<file path="config.mk">
export PLATFORM = sky130hd
export DESIGN_NAME = ccg_truth_sweeper_flat
export DESIGN_NICKNAME = d
export VERILOG_FILES = /design/src/rtl/ccg_truth_sweeper_if.sv /design/src/rtl/ccg_truth_sweeper.sv /design/src/flat_wrapper.sv
export SDC_FILE = /design/constraint.sdc
export NUM_CORES = 1
export LEC_CHECK = 0
export CORE_UTILIZATION = 50
export CTS_CLUSTER_SIZE = 10
export DETAILED_ROUTE_END_ITERATION = 10
export MAX_ROUTING_LAYER = met4
export PLACE_DENSITY = 0.84
export SKIP_CTS_REPAIR_TIMING = 1
export SYNTH_ARGS = -nofsm -noshare
export SYNTH_HDL_FRONTEND = slang
export SYNTH_SLANG_ARGS = --single-unit
</file>
<file path="constraint.sdc">
create_clock -name clk -period 3.51 [get_ports clk]
set_input_delay 0.702 -clock clk [delete_from_list [all_inputs] [get_ports clk]]
set_output_delay 0.702 -clock clk [all_outputs]
set_load 0.01 [all_outputs]
</file>
<file path="src/rtl/ccg_truth_sweeper_if.sv">
`default_nettype none
// ============================================================================
// Module   : ccg_truth_sweeper_if
// Brief    : Sweep control, benchmark drive/sample and row handshake bundle
//            shared between the truth-table sweeper and its environment.
// Revision : 1.0 - initial release
// ============================================================================
interface ccg_truth_sweeper_if #(
    parameter int NIN  = 4,
    parameter int NOUT = 18
);
    logic            start;
    logic            abort;
    logic [NIN-1:0]  x;
    logic [NOUT-1:0] f;
    logic            row_valid;
    logic            row_ready;
    logic [NIN-1:0]  row_addr;
    logic [NOUT-1:0] row_data;
    logic            busy;
    logic            done;
    logic [31:0]     signature;

    // Environment side: requests sweeps, models the benchmark, consumes rows
    modport master (
        output start, abort, f, row_ready,
        input  x, row_valid, row_addr, row_data, busy, done, signature
    );

    // Sweeper side
    modport slave (
        input  start, abort, f, row_ready,
        output x, row_valid, row_addr, row_data, busy, done, signature
    );
endinterface
`default_nettype wire

</file>
<file path="src/rtl/ccg_truth_sweeper.sv">
`default_nettype none
// ============================================================================
// Module   : ccg_truth_sweeper
// Brief    : Drives every input pattern of a combinational benchmark, waits
//            SETTLE cycles, captures the outputs as a truth-table row, hands
//            it out over a valid/ready port and compacts all rows in a MISR.
// Revision : 1.0 - initial release
// ============================================================================
module ccg_truth_sweeper #(
    parameter int NIN    = 4,
    parameter int NOUT   = 18,
    parameter int SETTLE = 1
) (
    input  wire logic            clk,
    input  wire logic            rst,
    ccg_truth_sweeper_if.slave   bus
);

    localparam logic [1:0] c_IDLE  = 2'd0;
    localparam logic [1:0] c_DRIVE = 2'd1;
    localparam logic [1:0] c_EMIT  = 2'd2;
    localparam logic [1:0] c_FIN   = 2'd3;

    localparam logic [3:0]     c_LAST_CNT = 4'(SETTLE - 1);
    localparam logic [NIN-1:0] c_X_MAX    = {NIN{1'b1}};
    localparam logic [31:0]    c_POLY     = 32'h04C11DB7;

    logic [1:0]      r_state;
    logic [3:0]      r_cnt;
    logic [NIN-1:0]  r_x;
    logic            r_row_valid;
    logic [NIN-1:0]  r_row_addr;
    logic [NOUT-1:0] r_row_data;
    logic            r_done;
    logic [31:0]     r_sig;
    logic [31:0]     w_fold;
    logic [31:0]     w_sig_next;

    // Fold f into 32 bits (bits above 31 XOR onto the low bits), then step the MISR
    always_comb begin
        w_fold = '0;
        for (int i = 0; i < NOUT; i++) begin
            w_fold[i[4:0]] = w_fold[i[4:0]] ^ bus.f[i];
        end
        w_sig_next = {r_sig[30:0], 1'b0} ^ (r_sig[31] ? c_POLY : 32'h0) ^ w_fold;
    end

    // Sweep sequencer: IDLE -> (DRIVE -> EMIT) per pattern -> FIN -> IDLE
    always_ff @(posedge clk) begin
        if (rst) begin
            r_state     <= c_IDLE;
            r_cnt       <= '0;
            r_x         <= '0;
            r_row_valid <= 1'b0;
            r_row_addr  <= '0;
            r_row_data  <= '0;
            r_done      <= 1'b0;
            r_sig       <= 32'hFFFFFFFF;
        end else begin
            r_done <= 1'b0;
            if (bus.abort && (r_state != c_IDLE)) begin
                // Cancel keeps the partial signature and captured row registers
                r_state     <= c_IDLE;
                r_cnt       <= '0;
                r_x         <= '0;
                r_row_valid <= 1'b0;
            end else begin
                case (r_state)
                    c_IDLE: begin
                        if (bus.start && !bus.abort) begin
                            r_x     <= '0;
                            r_cnt   <= '0;
                            r_sig   <= 32'hFFFFFFFF;
                            r_state <= c_DRIVE;
                        end
                    end
                    c_DRIVE: begin
                        if (r_cnt == c_LAST_CNT) begin
                            r_row_data  <= bus.f;
                            r_row_addr  <= r_x;
                            r_sig       <= w_sig_next;
                            r_row_valid <= 1'b1;
                            r_state     <= c_EMIT;
                        end else begin
                            r_cnt <= r_cnt + 4'd1;
                        end
                    end
                    c_EMIT: begin
                        if (bus.row_ready) begin
                            r_row_valid <= 1'b0;
                            if (r_x == c_X_MAX) begin
                                // Last pattern: x stays at its maximum, no wrap
                                r_done  <= 1'b1;
                                r_state <= c_FIN;
                            end else begin
                                r_x     <= r_x + NIN'(1);
                                r_cnt   <= '0;
                                r_state <= c_DRIVE;
                            end
                        end
                    end
                    default: begin
                        r_state <= c_IDLE;
                        r_x     <= '0;
                    end
                endcase
            end
        end
    end

    assign bus.x         = r_x;
    assign bus.row_valid = r_row_valid;
    assign bus.row_addr  = r_row_addr;
    assign bus.row_data  = r_row_data;
    assign bus.busy      = (r_state != c_IDLE);
    assign bus.done      = r_done;
    assign bus.signature = r_sig;

endmodule
`default_nettype wire

</file>
<file path="src/flat_wrapper.sv">
// flat-port wrapper written by rule: the top's interface ports become plain ports
module ccg_truth_sweeper_flat 
#(
    parameter int NIN    = 4,
    parameter int NOUT   = 18,
    parameter int SETTLE = 1
)
  (clk, rst, bus_start, bus_abort, bus_f, bus_row_ready, bus_x, bus_row_valid, bus_row_addr, bus_row_data, bus_busy, bus_done, bus_signature);
  ccg_truth_sweeper_if #(.NIN(NIN), .NOUT(NOUT)) bus_i ();
  input  wire logic clk;
  input  wire logic rst;
  input wire logic [$bits(bus_i.start)-1:0] bus_start;
  input wire logic [$bits(bus_i.abort)-1:0] bus_abort;
  input wire logic [$bits(bus_i.f)-1:0] bus_f;
  input wire logic [$bits(bus_i.row_ready)-1:0] bus_row_ready;
  output wire logic [$bits(bus_i.x)-1:0] bus_x;
  output wire logic [$bits(bus_i.row_valid)-1:0] bus_row_valid;
  output wire logic [$bits(bus_i.row_addr)-1:0] bus_row_addr;
  output wire logic [$bits(bus_i.row_data)-1:0] bus_row_data;
  output wire logic [$bits(bus_i.busy)-1:0] bus_busy;
  output wire logic [$bits(bus_i.done)-1:0] bus_done;
  output wire logic [$bits(bus_i.signature)-1:0] bus_signature;
  assign bus_i.start = bus_start;
  assign bus_i.abort = bus_abort;
  assign bus_i.f = bus_f;
  assign bus_i.row_ready = bus_row_ready;
  assign bus_x = bus_i.x;
  assign bus_row_valid = bus_i.row_valid;
  assign bus_row_addr = bus_i.row_addr;
  assign bus_row_data = bus_i.row_data;
  assign bus_busy = bus_i.busy;
  assign bus_done = bus_i.done;
  assign bus_signature = bus_i.signature;
  ccg_truth_sweeper #(.NIN(NIN), .NOUT(NOUT), .SETTLE(SETTLE)) u_core (.clk(clk), .rst(rst), .bus(bus_i));
endmodule
</file>
==> results of run 1 <==
power breakdown:
group / internal, mW / switching, mW
logic: 0.144 / 0.145
registers: 0.780 / 0.0320
clock network: 0.367 / 0.274
flip-flops by register name (all words and copies together), names as in the netlist:
register	count
u_core.bus.row_addr	4
u_core.bus.done	1
u_core.r_cnt	4
u_core.bus.row_valid	1
u_core.r_state	2
u_core.bus.x	4
u_core.bus.row_data	18
u_core.bus.signature	32
cell usage in the layout (no fill, tap or decap), types with 4 or more instances in the layout:
master and count:
a211o_1 10, a21oi_1 29, buf_4 4, clkbuf_8 11, clkdlybuf4s50_1 82, dfxtp_1 66
mux2i_1 11, nand2_1 44, nand2b_1 15, nor2_1 32, nor3_1 14, o21bai_1 12
o22ai_1 11, xnor2_1 10, xor2_1 11
cells by family after synthesis:
kind of cell | synth area share (%)
buffers and inverters | 4.099
adder cells (fa/ha/maj) | 1.322
AND/OR/NAND/NOR | 20.67
XOR/XNOR | 6.478
AO/OA/AOI/OAI | 17.01
multiplexers | 3.879
flip-flops | 46.54
worst max-delay path, delay by kind of cell (launching register included):
| family | cells | cell delay [ns] |
|---|---|---|
| AND/OR/NAND/NOR | 2 | 0.44 |
| AO/OA/AOI/OAI | 2 | 1.38 |
| flip-flops | 1 | 0.55 |
path summary, 6_finish.rpt:
| check | start | to | cells past startpoint |
|---|---|---|---|
| min | u_core.bus.row_data[9] | u_core.bus.row_data[9] | 2 |
| max reg2reg | u_core.r_state[0] | u_core.bus.signature[10] | 4 |
| min reg2reg | u_core.bus.row_data[9] | u_core.bus.row_data[9] | 2 |
| max | u_core.r_state[0] | u_core.bus.signature[10] | 4 |
routing by layer:
layer  vias up  GRT usage [%]  part of all wire (%)
li1       1265              -                     -
met1      1191          30.06                    48
met2        83          36.55                    45
met3         9          6.118                   5.4
met4         0          10.19                   1.6
met5         -              -                     0
layout make-up:
type	count	area, µm²	share of cell area, %
timing repair buffer	87	855.8	22.06
sequential	66	1321	34.05
multi-input combinational	233	1408	36.28
clock buffer	14	162.7	4.192
clock inverter	2	35.03	0.9029
tap	72	90.09	2.322
inverter	2	7.507	0.1935
==> results.md, run 1 <==
* Status: completed
* Worst-path clk slew at 0.07 ns
* Synthesized area at between 2000 and 3000 µm²
* Synth unique cells at 38
* Total Wirelength at 6.668 mm
* Initial core utilization at between 50 and 60%
* Critical Path AT at 2.71 ns
* Clk sinks at 66
* Leak pwr at 1.431 nW
* Slew @ Worst Pin at approximately 1.3 ns
* Port bufs at 83
* Vias in the first global route at 2,337
* Post-synth ARST share at 0%
* Final worst slack at 1.028 ns
* Startpoint class of the critical path: register
* Crit-path max cell delay at 1.07 ns
* Top-count cell post-synth: dfxtp_1
* Ant diodes at 0
* Die Width at around 77 µm
* Most area-consuming cells after synthesis: dfxtp_1, nand2_1, a21oi_1, nor2_1, mux2i_1
* Final setup vio count at 0
* Fin cells at between 400 and 500
* Max Clock Freq at around 400 MHz
* Wire per inst at approximately 14 µm
* Max-cap viol count at 0
* Growth of design area from synthesis to finish at 36.67%
* Fin crit share at between 70% and 80%
* Gate Count Post-Synth at roughly 330
* Layout Utilization at 70.90%
* Critical path's slowest cell: o221ai_2
* Hold Crit Class: reg -> reg
* Sequential fraction of the synthesis area at roughly 47%
* DP Area at between 3000 and 4000 µm²
* Most instantiated cells after synthesis: dfxtp_1, nand2_1, nor2_1
* Peak supply drop at a little under 0.3 mV
* Final hold violation count at 0
* Pin count of the biggest net entering global routing at 35
* Worst setup EP type: register
* Via density at 5.353
* Synth Register Bits at between 60 and 70
* Gpl congestion at 0.7982
* Pwr Density at roughly 450 nW/µm²
* Clock root buffer master: clkbuf_8
* Layout cells sized above 1 at under 10%
* Fillers at 442
* Crit-path max FO at 30
* Boundary Pins at 84
* Total Routing Usage GR at 23.96%
* CTS max path bufs at 2
* Minimum clock period at approximately 2.5 ns
* # DRC at 0
* Vias post-DR at roughly 2,500
* Crit path kind: reg -> reg
* Area leader, netlist: dfxtp_1
* Final Max Tran Viols at 0
* Final TNS setup at 0 ns
* 1st-pass router iterations at 4
* Htree depth at 3
* CTS tree: done
* Worst-Skew Late Latency at around 0.33 ns
* Placed cell count at 460
* First-pass GRT wire length at about 11 mm
* # rows at 27
* Nets at 425
* Total grt overflow at 0
* Core ar. at 5473 µm²
* Setup repair after global routing missed its margin: false
* Synth Flop Type: dfxtp_1
* Initial drt markers at 160
* Number of enable flip-flop cells after synthesis at 0
* Critical path, cell by cell: nand2b_1 > o221ai_2 > nor2_1 > a211o_1
* Place WS at between 0.7 and 0.8 ns
* Post-Syn Nets at 351
* Mean Syn Cell Area at 8.735 µm²
* Final antenna-violating net count at 0
* DPL Wire Length at 4.430 mm
* Initial antenna violation count at 0
* Yosys warnings at 0
* Fin Hold WS at 0.4555 ns
* Relative slew slack at 13.05%
* Clock skew at 0.005061 ns
* Worst reg-to-reg setup slack at 1.03 ns
* Die area at 5983 µm²
* Total Power at 1.742 mW
* Die height at between 70 and 80 µm
* Num CTS Buffers at 9
* Finished Cell Area at 3880 µm²
* Post-synth top area share at 46.54%
* Worst endpoint required time at 3.74 ns
Power figures use the tool's default switching activity.
==> run 2: changes to the inputs <==
--- a/config.mk
+++ b/config.mk
@@ -5,11 +5,11 @@
 export SDC_FILE = /design/constraint.sdc
 export NUM_CORES = 1
 export LEC_CHECK = 0
-export CORE_UTILIZATION = 50
+export CORE_UTILIZATION = 47
 export CTS_CLUSTER_SIZE = 10
 export DETAILED_ROUTE_END_ITERATION = 10
 export MAX_ROUTING_LAYER = met4
-export PLACE_DENSITY = 0.84
+export PLACE_DENSITY = 0.8
 export SKIP_CTS_REPAIR_TIMING = 1
 export SYNTH_ARGS = -nofsm -noshare
 export SYNTH_HDL_FRONTEND = slang
==> constraint.sdc (replaced) <==
create_clock -name clk -period 2.5 [get_ports clk]
set_input_delay 0.5 -clock clk [delete_from_list [all_inputs] [get_ports clk]]
set_output_delay 0.5 -clock clk [all_outputs]
set_load 0.01 [all_outputs]
==> run 2 against run 1 <==
Against the previous run: final cell count did not move; hold slack got worse by 0.0020 ns; via count rose by 1.5%; clock skew fell by 0.00072 ns; global-route usage fell by 0.49 points; first-iteration DRC count fell by 17%; cell area fell by 0.42%; sequential share of layout area rose by 0.14 points; wire length rose by 3.7%; utilization fell by 2.8 points; sequential cell count did not move; combinational power rose by 44%; highest routed layer unchanged.
==> results.md, run 2 (same netlist as run 1, synthesis figures left out) <==
* Status: completed
* Boundary Pins at 84 (unchanged)
* Final TNS setup at 0 ns (unchanged)
* Leak pwr at 1.426 nW (-0.38%)
* Die height at 79.72 µm (+3.1%)
* Final Max Tran Viols at 0 (unchanged)
* Clock root buffer master: clkbuf_8
* Startpoint class of the critical path: register
* DPL Wire Length at 4.890 mm (+10%)
* Setup repair after global routing missed its margin: false
* Worst-path clk slew at 0.06 ns (about the same)
* Worst reg-to-reg setup slack at 0.60 ns (-0.43 ns)
* # DRC at 0 (unchanged)
* Pwr Density at 597.7 nW/µm² (+33%)
* Fin Hold WS at 0.4535 ns (-0.002003 ns)
* Ant diodes at 0 (unchanged)
* Sw Ratio at 26.40% (+0.51 points)
* Total Wirelength at 6.915 mm (+3.7%)
* Initial antenna violation count at 0 (unchanged)
* Total Routing Usage GR at 23.47% (-0.49 points)
* Most frequent cells in the layout: clkdlybuf4s50_1, dfxtp_1, nand2_1
* Seq. cell area at 1321 µm² (unchanged)
* Relative slew slack at 60.19% (+47 points)
* Clk network pwr share at 32.7% (-4.1 points)
* Die area at 6355 µm² (+6.2%)
* Port bufs at 83 (unchanged)
* Pin count of the biggest net entering global routing at 32 (-8.6%)
* First-pass GRT wire length at 11.14 mm (+0.69%)
* Core ar. at 5675 µm² (+3.7%)
* 1st-pass router iterations at 4 (unchanged)
* Commonest non-fill, non-tap cell in the layout: clkdlybuf4s50_1
* Vias in the first global route at 2,389 (+2.2%)
* Max-cap viol count at 0 (unchanged)
* Logic pwr share at 18.0% (+1.4 points)
* Final setup vio count at 0 (unchanged)
* Gpl congestion at 0.7891 (-1.1%)
* Final hold violation count at 0 (unchanged)
* Slew @ Worst Pin at 0.5971 ns (-0.7071 ns)
* Via density at 5.433 (+1.5%)
* Clk sinks at 66 (unchanged)
* CTS tree: done
* Nets at 428 (+0.71%)
* Initial core utilization at 50.02% (-1.9 points)
* Crit path kind: reg -> out
* # rows at 27 (unchanged)
* Clock skew at 0.004346 ns (-0.0007152 ns)
* Hold Crit Class: reg -> reg
* Max FFs per register at 32 (unchanged)
* Worst endpoint required time at 2.00 ns (-1.74 ns)
* Flop pwr share at 49.3% (+2.7 points)
* Fin crit share at 84.13%
* Final antenna-violating net count at 0 (unchanged)
* Switching Power at 609.7 µW (+35%)
* Htree depth at 3 (unchanged)
* Minimum clock period at ~2.1 ns
* Multi-input logic area at 1408 µm² (unchanged)
* Fillers at 495 (+12%)
* Layout cells sized above 1 at 6.188% (+0.25 points)
* Initial drt markers at 133 (-17%)
* Crit-path max FO at 11 (-63%)
* Max Clock Freq at about 480 MHz
* Critical Path AT at 1.60 ns (-1.11 ns)
* Num CTS Buffers at 9 (unchanged)
* Internal at 1.700 mW (+32%)
* Vias post-DR at 2,586 (+1.5%)
* Die Width at 79.72 µm (+3.1%)
* Worst-Skew Late Latency at 0.33 ns (about the same)
* Growth of design area from synthesis to finish at 36.10%
* Wire per inst at 14.53 µm (+3.7%)
* Peak supply drop at 0.3429 mV (+15%)
* CTS max path bufs at 2 (unchanged)
* Total grt overflow at 0 (unchanged)
* Worst setup EP type: primary output
run 2: worst paths after layout:
path                                              start                       end  cells past startpoint
worst max-delay path                  u_core.r_state[0]                  bus_busy                      2
worst min-delay path            u_core.bus.row_data[13]   u_core.bus.row_data[13]                      2
worst max register to register          u_core.r_cnt[0]  u_core.bus.signature[13]                      6
worst min register to register  u_core.bus.row_data[13]   u_core.bus.row_data[13]                      2
run 2: layout make-up:
cell class	count	area share, %
Sequential cell	66	34.20
Timing Repair Buffer	90	22.73
Inverter	2	0.1943
Multi-Input combinational cell	233	36.43
Clock buffer	13	4.113
Tap cell	72	2.332
run 2: metal layers:
layer / vias to the layer above / GRT usage, % / part of all wire, %
li1: 1263 / - / -
met4: 0 / 10.18 / 1.3
met1: 1233 / 29.43 / 45
met2: 82 / 37.35 / 48
met5: - / - / 0
met3: 8 / 3.657 / 5.0
run 2: per-stage QoR:
step	area (µm²)	total power, mW	worst slack (ns)	instances	utilization, %
3_5_place_dp	3705	1.576	0.4139	463	65.28
3_3_place_gp	3705	1.566	0.4825	463	65.28
4_1_cts	3864	2.325	0.3930	476	68.08
6_report	3864	2.309	0.3966	476	68.08
5_1_grt	3864	2.412	0.3114	476	68.08
2_1_floorplan	2839	1.395	0.7519	325	-
run 2: critical path, cell delays in order, from the launching register on:
cell,delay [ns]
dfxtp_1,0.53
or2_2,0.21
clkdlybuf4s50_1,0.53
run 2: power by group through the flow:
stage	registers [mW]	logic, mW	clock network, mW
6_report	1.14	0.417	0.754
5_1_grt	1.15	0.453	0.813
4_1_cts	1.14	0.416	0.770
3_5_place_dp	1.16	0.414	0
3_3_place_gp	1.16	0.406	0
2_1_floorplan	1.16	0.231	0
